$ cat config.mk
export PLATFORM = sky130hd
export DESIGN_NAME = kd_tree_query_ctrl
export DESIGN_NICKNAME = d
export VERILOG_FILES = /design/src/rtl/kd_tree_query_ctrl.sv
export SDC_FILE = /design/constraint.sdc
export NUM_CORES = 1
export LEC_CHECK = 0
export CAP_MARGIN = 40
export CORE_MARGIN = 2
export CORE_UTILIZATION = 40
export CTS_BUF_LIST = sky130_fd_sc_hd__clkbuf_16
export DETAILED_ROUTE_END_ITERATION = 8
export PLACE_DENSITY = 0.67
export SETUP_SLACK_MARGIN = 0.5
export SLEW_MARGIN = 20
export SYNTH_ARGS = -nofsm -noshare
export SYNTH_HDL_FRONTEND = slang
export SYNTH_SLANG_ARGS = --single-unit
$ cat constraint.sdc
create_clock -name clk -period 2.8 [get_ports clk]
set_clock_uncertainty 0.15 [all_clocks]
set_input_delay 0.28 -clock clk [delete_from_list [all_inputs] [get_ports clk]]
set_output_delay 0.28 -clock clk [all_outputs]
set_load 0.01 [all_outputs]
$ cat src/rtl/kd_tree_query_ctrl.sv
// Load/query sequencer for internal_node_tree: counts node-load beats, admits credit-bounded patch
// queries and returns leaf indices in order with their IDs. Optional: QUERY_PERF_CNT_EN perf counters.
module kd_tree_query_ctrl #(
    parameter int NUM_NODES     = 63,
    parameter int PATCH_WIDTH   = 55,
    parameter int ADDRESS_WIDTH = 8,
    parameter int ID_WIDTH      = 4,
    parameter int RES_DEPTH     = 4
) (
    input  logic                     clk,
    input  logic                     rst,
    input  logic                     start,
    input  logic                     node_wr_en,
    output logic                     fsm_enable,
    output logic                     load_done,
    output logic                     busy,
    input  logic                     query_valid,
    output logic                     query_ready,
    input  logic [PATCH_WIDTH-1:0]   query_patch,
    input  logic [ID_WIDTH-1:0]      query_id,
    output logic                     tree_patch_en,
    output logic [PATCH_WIDTH-1:0]   tree_patch,
    input  logic                     tree_leaf_valid,
    input  logic [ADDRESS_WIDTH-1:0] tree_leaf_index,
    output logic                     res_valid,
    input  logic                     res_ready,
    output logic [ADDRESS_WIDTH-1:0] res_leaf,
    output logic [ID_WIDTH-1:0]      res_id,
    output logic                     error
`ifdef QUERY_PERF_CNT_EN
    ,
    output logic [31:0]              query_count,
    output logic [$clog2(RES_DEPTH):0] max_inflight
`endif
);
    localparam int NC_W  = $clog2(NUM_NODES + 1);
    localparam int PTR_W = $clog2(RES_DEPTH);
    localparam int CNT_W = PTR_W + 1;
    localparam int RW_W  = ADDRESS_WIDTH + ID_WIDTH;

    typedef enum logic [1:0] {IDLE, LOAD, READY} state_t;

    state_t                   state_q, state_d;
    logic [NC_W-1:0]          node_cnt_q, node_cnt_d;
    logic [CNT_W-1:0]         infl_q, infl_d, res_cnt_q, res_cnt_d;
    logic [PTR_W-1:0]         id_wr_q, id_rd_q, res_wr_q, res_rd_q;
    logic [ID_WIDTH-1:0]      id_mem  [RES_DEPTH];
    logic [RW_W-1:0]          res_mem [RES_DEPTH];
    logic                     patch_en_q, load_done_q, error_q;
    logic [PATCH_WIDTH-1:0]   patch_q;
    logic [CNT_W:0]           used;
    logic                     accept, leaf_ok, res_pop, last_beat, load_enter;
    logic [RW_W-1:0]          res_word;

    assign accept    = query_valid && query_ready;
    assign leaf_ok   = tree_leaf_valid && (infl_q != '0);
    assign res_pop   = res_valid && res_ready;
    assign used      = {1'b0, infl_q} + {1'b0, res_cnt_q};
    assign last_beat = (state_q == LOAD) && node_wr_en && (node_cnt_q == NC_W'(NUM_NODES - 1));

    assign fsm_enable    = (state_q == LOAD);
    assign load_done     = load_done_q;
    assign busy          = (state_q == LOAD) || (infl_q != '0) || (res_cnt_q != '0);
    assign query_ready   = (state_q == READY) && (used < (CNT_W + 1)'(RES_DEPTH));
    assign tree_patch_en = patch_en_q;
    assign tree_patch    = patch_q;
    assign error         = error_q;

    // Gate the unreset storage so the result port reads 0 whenever the FIFO is empty.
    assign res_valid = (res_cnt_q != '0);
    assign res_word  = res_valid ? res_mem[res_rd_q] : '0;
    assign res_leaf  = res_word[RW_W-1:ID_WIDTH];
    assign res_id    = res_word[ID_WIDTH-1:0];

    always_comb begin
        state_d    = state_q;
        node_cnt_d = node_cnt_q;
        load_enter = 1'b0;
        case (state_q)
            IDLE: begin
                if (start) begin
                    state_d    = LOAD;
                    node_cnt_d = '0;
                    load_enter = 1'b1;
                end
            end
            LOAD: begin
                if (node_wr_en) node_cnt_d = node_cnt_q + NC_W'(1);
                if (last_beat)  state_d    = READY;
            end
            READY: begin
                if (start && !busy) begin
                    state_d    = LOAD;
                    node_cnt_d = '0;
                    load_enter = 1'b1;
                end
            end
            default: state_d = IDLE;
        endcase
    end

    always_comb begin
        infl_d = infl_q;
        case ({accept, leaf_ok})
            2'b10:   infl_d = infl_q + CNT_W'(1);
            2'b01:   infl_d = infl_q - CNT_W'(1);
            default: infl_d = infl_q;
        endcase
        res_cnt_d = res_cnt_q;
        case ({leaf_ok, res_pop})
            2'b10:   res_cnt_d = res_cnt_q + CNT_W'(1);
            2'b01:   res_cnt_d = res_cnt_q - CNT_W'(1);
            default: res_cnt_d = res_cnt_q;
        endcase
    end

    // NOTE: sequential state uses non-blocking assignments so every register samples pre-edge values.
    always_ff @(posedge clk or posedge rst) begin
        if (rst) begin
            state_q     <= IDLE;
            node_cnt_q  <= '0;
            infl_q      <= '0;
            res_cnt_q   <= '0;
            id_wr_q     <= '0;
            id_rd_q     <= '0;
            res_wr_q    <= '0;
            res_rd_q    <= '0;
            patch_en_q  <= 1'b0;
            patch_q     <= '0;
            load_done_q <= 1'b0;
            error_q     <= 1'b0;
        end else begin
            state_q     <= state_d;
            node_cnt_q  <= node_cnt_d;
            infl_q      <= infl_d;
            res_cnt_q   <= res_cnt_d;
            patch_en_q  <= accept;
            load_done_q <= last_beat;
            if (accept)  patch_q  <= query_patch;
            if (accept)  id_wr_q  <= id_wr_q + PTR_W'(1);
            if (leaf_ok) id_rd_q  <= id_rd_q + PTR_W'(1);
            if (leaf_ok) res_wr_q <= res_wr_q + PTR_W'(1);
            if (res_pop) res_rd_q <= res_rd_q + PTR_W'(1);
            if ((node_wr_en && state_q != LOAD) || (tree_leaf_valid && infl_q == '0))
                error_q <= 1'b1;
        end
    end

    // NOTE: storage arrays carry no reset; the counters and pointers alone define their validity.
    always_ff @(posedge clk) begin
        if (accept)  id_mem[id_wr_q]   <= query_id;
        if (leaf_ok) res_mem[res_wr_q] <= {tree_leaf_index, id_mem[id_rd_q]};
    end

`ifdef QUERY_PERF_CNT_EN
    logic [31:0]      qcnt_q;
    logic [CNT_W-1:0] max_q;

    always_ff @(posedge clk or posedge rst) begin
        if (rst) begin
            qcnt_q <= '0;
            max_q  <= '0;
        end else if (load_enter) begin
            qcnt_q <= '0;
            max_q  <= '0;
        end else begin
            if (res_pop)        qcnt_q <= qcnt_q + 32'd1;
            if (infl_d > max_q) max_q  <= infl_d;
        end
    end

    assign query_count  = qcnt_q;
    assign max_inflight = max_q;
`endif
endmodule

==> metrics, run 1 <==
outcome=complete, no violations; vias=3,585; clock-pin slew on the worst setup and hold paths=60 ps; antenna cell count=0; final period utilization=81.1%; CP Class=reg2reg; crit end category=flip-flop; Register Area=0.00393 mm²; PnR Total Power=0.00732 W; Synth area leader=dfrtp_1; TritonCTS buffer count=17; VDD IR-drop max=0.416 mV; first drt pass iteration count=4; Die Area=0.0157 mm²; Setup WS pre-CTS=292 ps; max_cap viols=0; Mapped Nets=439; most frequent cell after synthesis=dfrtp_1; layout filler cell count=1,177; Starting Density=40.8%; Final Hold Viols=0; final-stage net count=631; share of the synthesized area in the top cell type=34.1%; CTS tree=done; Root Buffer=clkbuf_16; Least-Margin Pin Slew=541 ps; Distinct cells, synth=37; peak fanout along the critical path=29; max_slew headroom=63.5%; unrepaired setup endpoints after global routing=true; DR vias/cell=4.86; beginning of the worst register-to-register path=res_cnt_q[2]; I/O Pins=148; H-tree Lvls=4; Post-synth EDFFs=64; DRC=0; CTS Sinks=144; reg2reg path depth=7; vias in the first global route=3,973; row count=44; leakage power=3.55 nW; RR Endpoint=tree_patch[24]; final setup fails=0; dpl hpwl=8.39 mm; arrival time of the worst setup path=2420 ps; global-route wire length before repair=20.3 mm; RePlAce Congestion=0.729; Mapped Area=0.00588 mm²; largest net degree at the start of global routing=33; fin area=0.00849 mm²; Multi-input gate area=0.00187 mm²; GRT Util Overall=16.7%; Post-synth ARST share=55.6%; Synth Register Bits=144; chip height=125 µm; PortBufs=147; layout cells sized above 1=31.6%; fin crit period=2270 ps; post-route setup slack=529 ps; Core Area=0.0144 mm²; worst skew pair latency=410 ps; Post-synth top flop=dfrtp_1; DRT iter0 DRCs=115; FF-to-FF setup slack=530 ps; top achievable clock speed=440 MHz; Synth Warn #=0; initial antenna violation count=0; area delta synth->final=44.4%; dpl cell area=0.00764 mm²; critical path startpoint category=flip-flop; Tightest Hold Check Type=in2async; final wirelength=12.6 mm; Slew Limit Fails=0; Max clock buf depth=2; top cells by area, synth=dfrtp_1 34%, edfxtp_1 33%, mux2_2 7.3%; Seq/Total Area, Yosys=66.8%; routed len/inst=17.1 µm; synthesized instance count=349; Die W=125 µm; CP Data Required Time=2950 ps; # hold bufs at CTS=0; pwr/cell area=862 mW/mm²; Post-Syn Area per Cell=16.8 µm²; Detail Route Antenna Nets=0; total gr overflow=0; setup TNS=0 ps; Commonest cells post-synth=80 x dfrtp_1, 64 x edfxtp_1, 38 x mux2_2
[through the flow]
stage          cells  hold WS [ps]  util (%)
2_1_floorplan    349           229         -
3_3_place_gp     681           327      52.9
3_5_place_dp     681           317      52.9
4_1_cts          726           122      57.3
5_1_grt          738           152      58.9
6_report         738           112      58.9
[critical path: stages (launching register included)]
cell	delay, ps
dfrtp_1	410
ha_1	310
nor3_2	150
and4_4	280
nand2_4	70
inv_2	190
buf_16	210
mux2_2	360
[sequential cells by signal, summed over array words and instances (netlist names)]
signal	cells
state_q	2
tree_patch	55
res_rd_q	2
res_mem	48
res_wr_q	2
id_mem	16
infl_q	3
load_done	1
id_rd_q	2
error	1
id_wr_q	2
node_cnt_q	6
tree_patch_en	1
res_cnt_q	3
[cell usage in the layout, fill, tap and decap left out, types with 9 or more instances in the layout]
cell type,synthesis,layout
ha_1,14,12
clkdlybuf4s50_1,0,132
mux2_4,17,17
mux2_2,38,38
buf_4,0,24
edfxtp_1,64,64
buf_6,4,18
and2_1,17,11
nand3_1,14,14
inv_1,17,14
dfrtp_1,80,79
clkbuf_16,0,18
nand2_1,9,9
mux4_2,16,16
[power by group]
part | total (W) | switching, W | internal (W)
Combinational | 0.00239 | 0.000988 | 0.00140
Sequential | 0.00291 | 0.000264 | 0.00265
Clock | 0.00202 | 0.000827 | 0.00120
Total | 0.00732 | 0.00208 | 0.00524
[per-layer routing]
| layer | wire, µm | share of wire [%] | track usage (%) | vias up |
|---|---|---|---|---|
| li1 | - | - | - | 1658 |
| met1 | 4810 | 38 | 18.0 | 1782 |
| met2 | 6390 | 51 | 28.0 | 127 |
| met3 | 1250 | 9.9 | 8.47 | 18 |
| met4 | 184 | 1.5 | 6.86 | 0 |
| met5 | 0 | 0 | 0 | - |
[worst max path at each step]
stage / start / to / slack, ps / depth (start not counted)
finish: res_cnt_q[2] / tree_patch[24] / 530 / 7
global route: infl_q[2] / infl_q[2] / 350 / 10
CTS: res_cnt_q[1] / infl_q[2] / 450 / 10
detailed placement: infl_q[2] / infl_q[2] / 290 / 10
global placement: tree_leaf_valid / res_cnt_q[2] / 380 / 10
floorplan: infl_q[1] / infl_q[2] / 500 / 11
[timing repair]
item,CTS,global route
endpoints found under the setup margin,72,72
resized for setup,60,38
pin swaps,2,23
setup buffers,12,11
gates cloned,1,1
[layout make-up]
cell class                 count  area share, %
clock buffer                  17           5.01
multi-input combinational    173           22.1
clock inverter                15           1.24
tap                          184           2.71
timing repair buffer         187           21.9
sequential                   144           46.2
inverter                      18          0.869
[kinds of logic (layout without fill, tap and decap cells)]
logic type | Yosys count | count (layout) | share of synthesized area, %
adders and majority gates | 16 | 16 | 3.66
AOI/OAI and AO/OA | 13 | 13 | 1.47
xor gates and xnor gates | 12 | 12 | 1.79
and+or+nand+nor | 59 | 59 | 5.58
DFF | 144 | 144 | 66.8
buffers and inverters | 32 | 237 | 2.66
muxes | 73 | 73 | 18.1
Power figures use the tool's default switching activity.
==> inputs of run 2 (changes only) <==
Clock period 2.8 ns to 2.21 ns, I/O delays scaled along.
==> run 2 against run 1 <==
Against the previous run:
- the run now ends with negative setup slack left
- core utilization up 6.3 points
- final area up 11%
- sequential cell count unchanged
- sequential power up 29%
- fmax is 1.3% higher
- global-route usage increased by 1.8 points
- non-clock buffer count increased by 26
- critical endpoint is now infl_q[2]
- largest cell class unchanged
- combinational power grew 52%
- sequential share of layout area down 4.5 points
- power increased by 38%
- clock power grew 36%
==> metrics, run 2 (synthesis gave the netlist of run 1 again) <==
global-route wire length before repair=22.3 mm; post-route setup slack=-32.3 ps; RePlAce Congestion=0.764; peak fanout along the critical path=2; row count=44; arrival time of the worst setup path=2430 ps; worst skew pair latency=420 ps; largest net degree at the start of global routing=46; antenna cell count=0; CP max stage delay=410 ps; vias in the first global route=4,296; CTS tree=done; top achievable clock speed=446 MHz; H-tree Lvls=4; unrepaired setup endpoints after global routing=true; most common cell after layout, fill and taps aside=dfrtp_1; Root Buffer=clkbuf_16; outcome=finished with violations; routed len/inst=17.9 µm; final period utilization=101%; TritonCTS buffer count=17; Core Area=0.0144 mm²; VDD IR-drop max=0.604 mV; I/O Pins=148; Die W=125 µm; Least-Margin Pin Slew=573 ps; Die Area=0.0157 mm²; Max clock buf depth=2; dpl hpwl=8.36 mm; Crit path buffers/inverters=1; RR Endpoint=infl_q[2]; layout cells sized above 1=40.5%; Tightest Hold Check Type=in2async; first drt pass iteration count=4; clock-pin slew on the worst setup and hold paths=60 ps; pwr/cell area=1080 mW/mm²; # hold bufs at CTS=0; fin crit period=2240 ps; DR vias/cell=4.96; beginning of the worst register-to-register path=res_cnt_q[1]; Starting Density=40.8%; critical path depth=10; final wirelength=13.7 mm; max_slew headroom=61.8%; vias=3,798; highest-count cells in the layout ignoring fill and taps=79 x dfrtp_1, 78 x clkdlybuf4s50_1, 64 x edfxtp_1; max_cap viols=0; CTS Sinks=144; final-stage net count=659; max reg flops=55; PnR Total Power=0.0101 W; Detail Route Antenna Nets=0; leakage power=4.53 nW; GRT Util Overall=18.5%; Setup WS pre-CTS=-66.4 ps; CP Data Required Time=2400 ps; CP top delay family=adder cells; reg2reg path depth=10; CP max stage cell=dfrtp_1; Worst setup endpoint=infl_q[2]; chip height=125 µm; CP Class=reg2reg; sequence of cells on the critical path=ha_4 > nand3_4 > and4_4 > nand2_4 > ha_4 > inv_2 > fa_2 > xor2_1 > nor2_1 > xor2_1; DRC=0; PortBufs=147; failing checks=negative setup slack; Final Hold Viols=0; critical path startpoint category=flip-flop; crit end category=flip-flop; worst setup path start=res_cnt_q[1]; final setup fails=3; area delta synth->final=60.0%; layout filler cell count=1,053; Slew Limit Fails=0; DRT iter0 DRCs=160; initial antenna violation count=0; total gr overflow=0; FF-to-FF setup slack=-30 ps
-- run 2: changes by cell type in the layout (fill, tap and decap cells not counted), sizes merged, moves of 2 or more --
cell	delta
clkdlybuf4s50	-54
buf	+30
dlymetal6s2s	+30
dlygate4sd2	+21
clkinvlp	-3
and2	+2
clkbuf	-2
-- run 2: what timing repair did --
item,CTS,global route
pin swaps,36,21
setup buffers,25,10
gates resized for setup,220,57
setup endpoints to repair,170,185
cloned,10,0
-- run 2: area by class of cell --
class | instances | area [µm²] | share of cell area [%]
flip-flops and latches | 144 | 3930 | 41.7
repair buffers | 213 | 2390 | 25.5
multi-input cells | 175 | 2210 | 23.5
clock buffers | 17 | 425 | 4.52
well taps | 184 | 230 | 2.45
clock inverters | 15 | 141 | 1.50
inverters | 18 | 81.3 | 0.865
-- run 2: worst min path at each step --
stage / to / startpoint / cells past startpoint
finish: tree_patch[7] / rst / 3
global route: tree_patch[40] / rst / 3
CTS: tree_patch[7] / rst / 3
detailed placement: error / error / 1
global placement: error / error / 1
floorplan: id_mem[0][0] / query_id[0] / 0
-- run 2: power by group --
part | switching (W) | leakage (nW) | internal, W
Clock | 0.00110 | 0.283 | 0.00165
Sequential | 0.000401 | 1.64 | 0.00335
Combinational | 0.00146 | 2.61 | 0.00217
Total | 0.00295 | 4.53 | 0.00718
-- run 2: per-layer routing --
metal	vias up	routed length [µm]	GRT usage (%)	part of all wire (%)
li1	1723	-	-	-
met1	1917	5360	21.1	39
met2	142	6940	30.9	51
met3	16	1210	8.09	8.8
met4	0	218	7.06	1.6
met5	-	0	0	0
-- run 2: metrics by stage --
| stage | TNS [ps] | hold WS (ps) | instance area [µm²] | cells | util (%) |
|---|---|---|---|---|---|
| after floorplan | -116 | 170 | 5930 | 349 | - |
| after global placement | -9.78 | 321 | 7720 | 689 | 53.5 |
| after detailed placement | -155 | 322 | 7720 | 689 | 53.5 |
| after CTS | -10.6 | 139 | 9160 | 756 | 63.5 |
| after global routing | -1090 | 168 | 9400 | 766 | 65.2 |
| final | -48.2 | 136 | 9400 | 766 | 65.2 |
-- run 2: tightest hold or removal path, cell delays in order --
cell	delay, ps
clkdlybuf4s50_1	440
clkinvlp_4	80
buf_4	390
==> inputs of run 3 (changes only) <==
Settings changed: CORE_ASPECT_RATIO set to 0.6.
Clock period 2.21 ns to 2.43 ns, I/O delays scaled along.
==> run 3 against run 2 <==
Against the previous run:
- the run now ends clean
- sequential power shrank 10%
- final cell count is 2.2% lower
- via count decreased by 5.5%
- critical path type unchanged
- sequential cell count did not move
- sequential share of layout area rose by 3.5 points
- non-clock buffer count fell by 29
==> metrics, run 3 (synthesis gave the netlist of run 1 again) <==
DRC=0; initial antenna violation count=0; worst skew pair latency=420 ps; CTS tree=done; DR vias/cell=4.79; Least-Margin Pin Slew=543 ps; fin crit period=2210 ps; setup TNS=0 ps; Core Area=0.0144 mm²; highest-count cells in the layout ignoring fill and taps=131 x clkdlybuf4s50_1, 78 x dfrtp_1, 64 x edfxtp_1; pwr/cell area=1030 mW/mm²; reg2reg path depth=7; GRT Util Overall=17.0%; layout filler cell count=1,045; dpl hpwl=8.39 mm; final non-filler cell total=749; H-tree Lvls=4; final-stage net count=628; CP top delay family=simple AND/OR/NAND/NOR gates; largest net degree at the start of global routing=70; Worst setup endpoint=tree_patch[35]; DRT iter0 DRCs=110; area delta synth->final=47.8%; Detail Route Antenna Nets=0; first drt pass iteration count=6; Multi-input gate area=0.00192 mm²; beginning of the worst register-to-register path=res_cnt_q[2]; row count=34; unrepaired setup endpoints after global routing=true; vias in the first global route=3,931; RePlAce Congestion=0.730; final period utilization=91.0%; CP Class=reg2reg; arrival time of the worst setup path=2370 ps; Final Hold Viols=0; antenna cell count=0; CTS Sinks=144; PortBufs=147; RR Endpoint=tree_patch[35]; total gr overflow=0; critical path startpoint category=flip-flop; Tightest Hold Check Type=in2reg; CP max stage delay=400 ps; crit end category=flip-flop; TritonCTS buffer count=17; cell total after placement=695; final setup fails=0; layout cells sized above 1=33.8%; Root Buffer=clkbuf_16; CP max stage cell=dfrtp_1; VDD IR-drop max=0.429 mV; Die Area=0.0157 mm²; worst setup path start=res_cnt_q[2]; clock-pin slew on the worst setup and hold paths=60 ps; global-route wire length before repair=20.5 mm; Die W=161 µm; CP Data Required Time=2590 ps; critical path depth=7; I/O Pins=148; Max clock buf depth=2; Crit path buffers/inverters=2; FF-to-FF setup slack=220 ps; Slew Limit Fails=0; max reg flops=55; routed len/inst=17.0 µm; max_cap viols=0; peak fanout along the critical path=12; chip height=97.9 µm; sequence of cells on the critical path=ha_1 > nor3_2 > and4_4 > nand2_4 > inv_6 > bufbuf_16 > mux2_2; final wirelength=12.7 mm; most common cell after layout, fill and taps aside=clkdlybuf4s50_1; max_slew headroom=63.4%; Starting Density=40.8%; vias=3,589; outcome=complete, no violations; top achievable clock speed=452 MHz; Register Area=0.00393 mm²; leakage power=3.61 nW
run 3: worst min path at each step:
stage	start	end	slack, ps	depth (start not counted)
final	query_patch[53]	tree_patch[53]	290	2
after detailed placement	error	error	320	1
after floorplan	query_id[0]	id_mem[0][0]	190	0
after global placement	error	error	330	1
after global routing	query_patch[44]	tree_patch[44]	270	2
after CTS	query_patch[53]	tree_patch[53]	270	2
run 3: worst reg2reg max path, delay by kind of cell (launching register included):
kind | cells | cell delay [ps]
adders and majority gates | 1 | 310
and+or+nand+nor | 3 | 480
muxes | 1 | 330
buffers and inverters | 2 | 430
DFF | 1 | 400
run 3: area by class of cell:
| class | count | area share (%) |
|---|---|---|
| clock inverter | 15 | 2.25 |
| clock buffer | 17 | 4.90 |
| inverter | 18 | 0.879 |
| timing repair buffer | 184 | 21.8 |
| sequential | 144 | 45.2 |
| tap | 198 | 2.85 |
| multi-input combinational | 173 | 22.1 |
run 3: through the flow:
stage | hold slack [ps] | setup slack (ps) | total power [W] | utilization [%] | area, µm²
3_5_place_dp | 320 | 97.7 | 0.00581 | 53.3 | 7680
4_1_cts | 267 | 217 | 0.00884 | 59.4 | 8570
3_3_place_gp | 331 | 152 | 0.00571 | 53.3 | 7680
6_report | 285 | 220 | 0.00894 | 60.2 | 8690
5_1_grt | 271 | 84.6 | 0.00941 | 60.2 | 8690
2_1_floorplan | 192 | 157 | 0.00469 | - | 5920
run 3: repair_timing:
action | in CTS | in global routing
hold endpoints to repair | 11 | 0
hold buffers | 1 | 0
pin swaps | 20 | 13
setup buffers | 12 | 5
endpoints found under the setup margin | 94 | 94
gates resized for setup | 94 | 26
gates cloned | 3 | 1
run 3: routing by layer:
metal	track usage, %	up-vias	share of wire (%)
met1	21.6	1796	45
met2	26.0	120	45
met5	0	-	0
met4	7.14	0	1.3
li1	-	1658	-
met3	7.09	15	8.7
run 3: power breakdown:
| group | leakage, nW | internal (W) | switching (W) |
|---|---|---|---|
| sequential | 1.64 | 0.00305 | 0.000316 |
| clock | 0.303 | 0.00171 | 0.00101 |
| combinational | 1.67 | 0.00168 | 0.00117 |
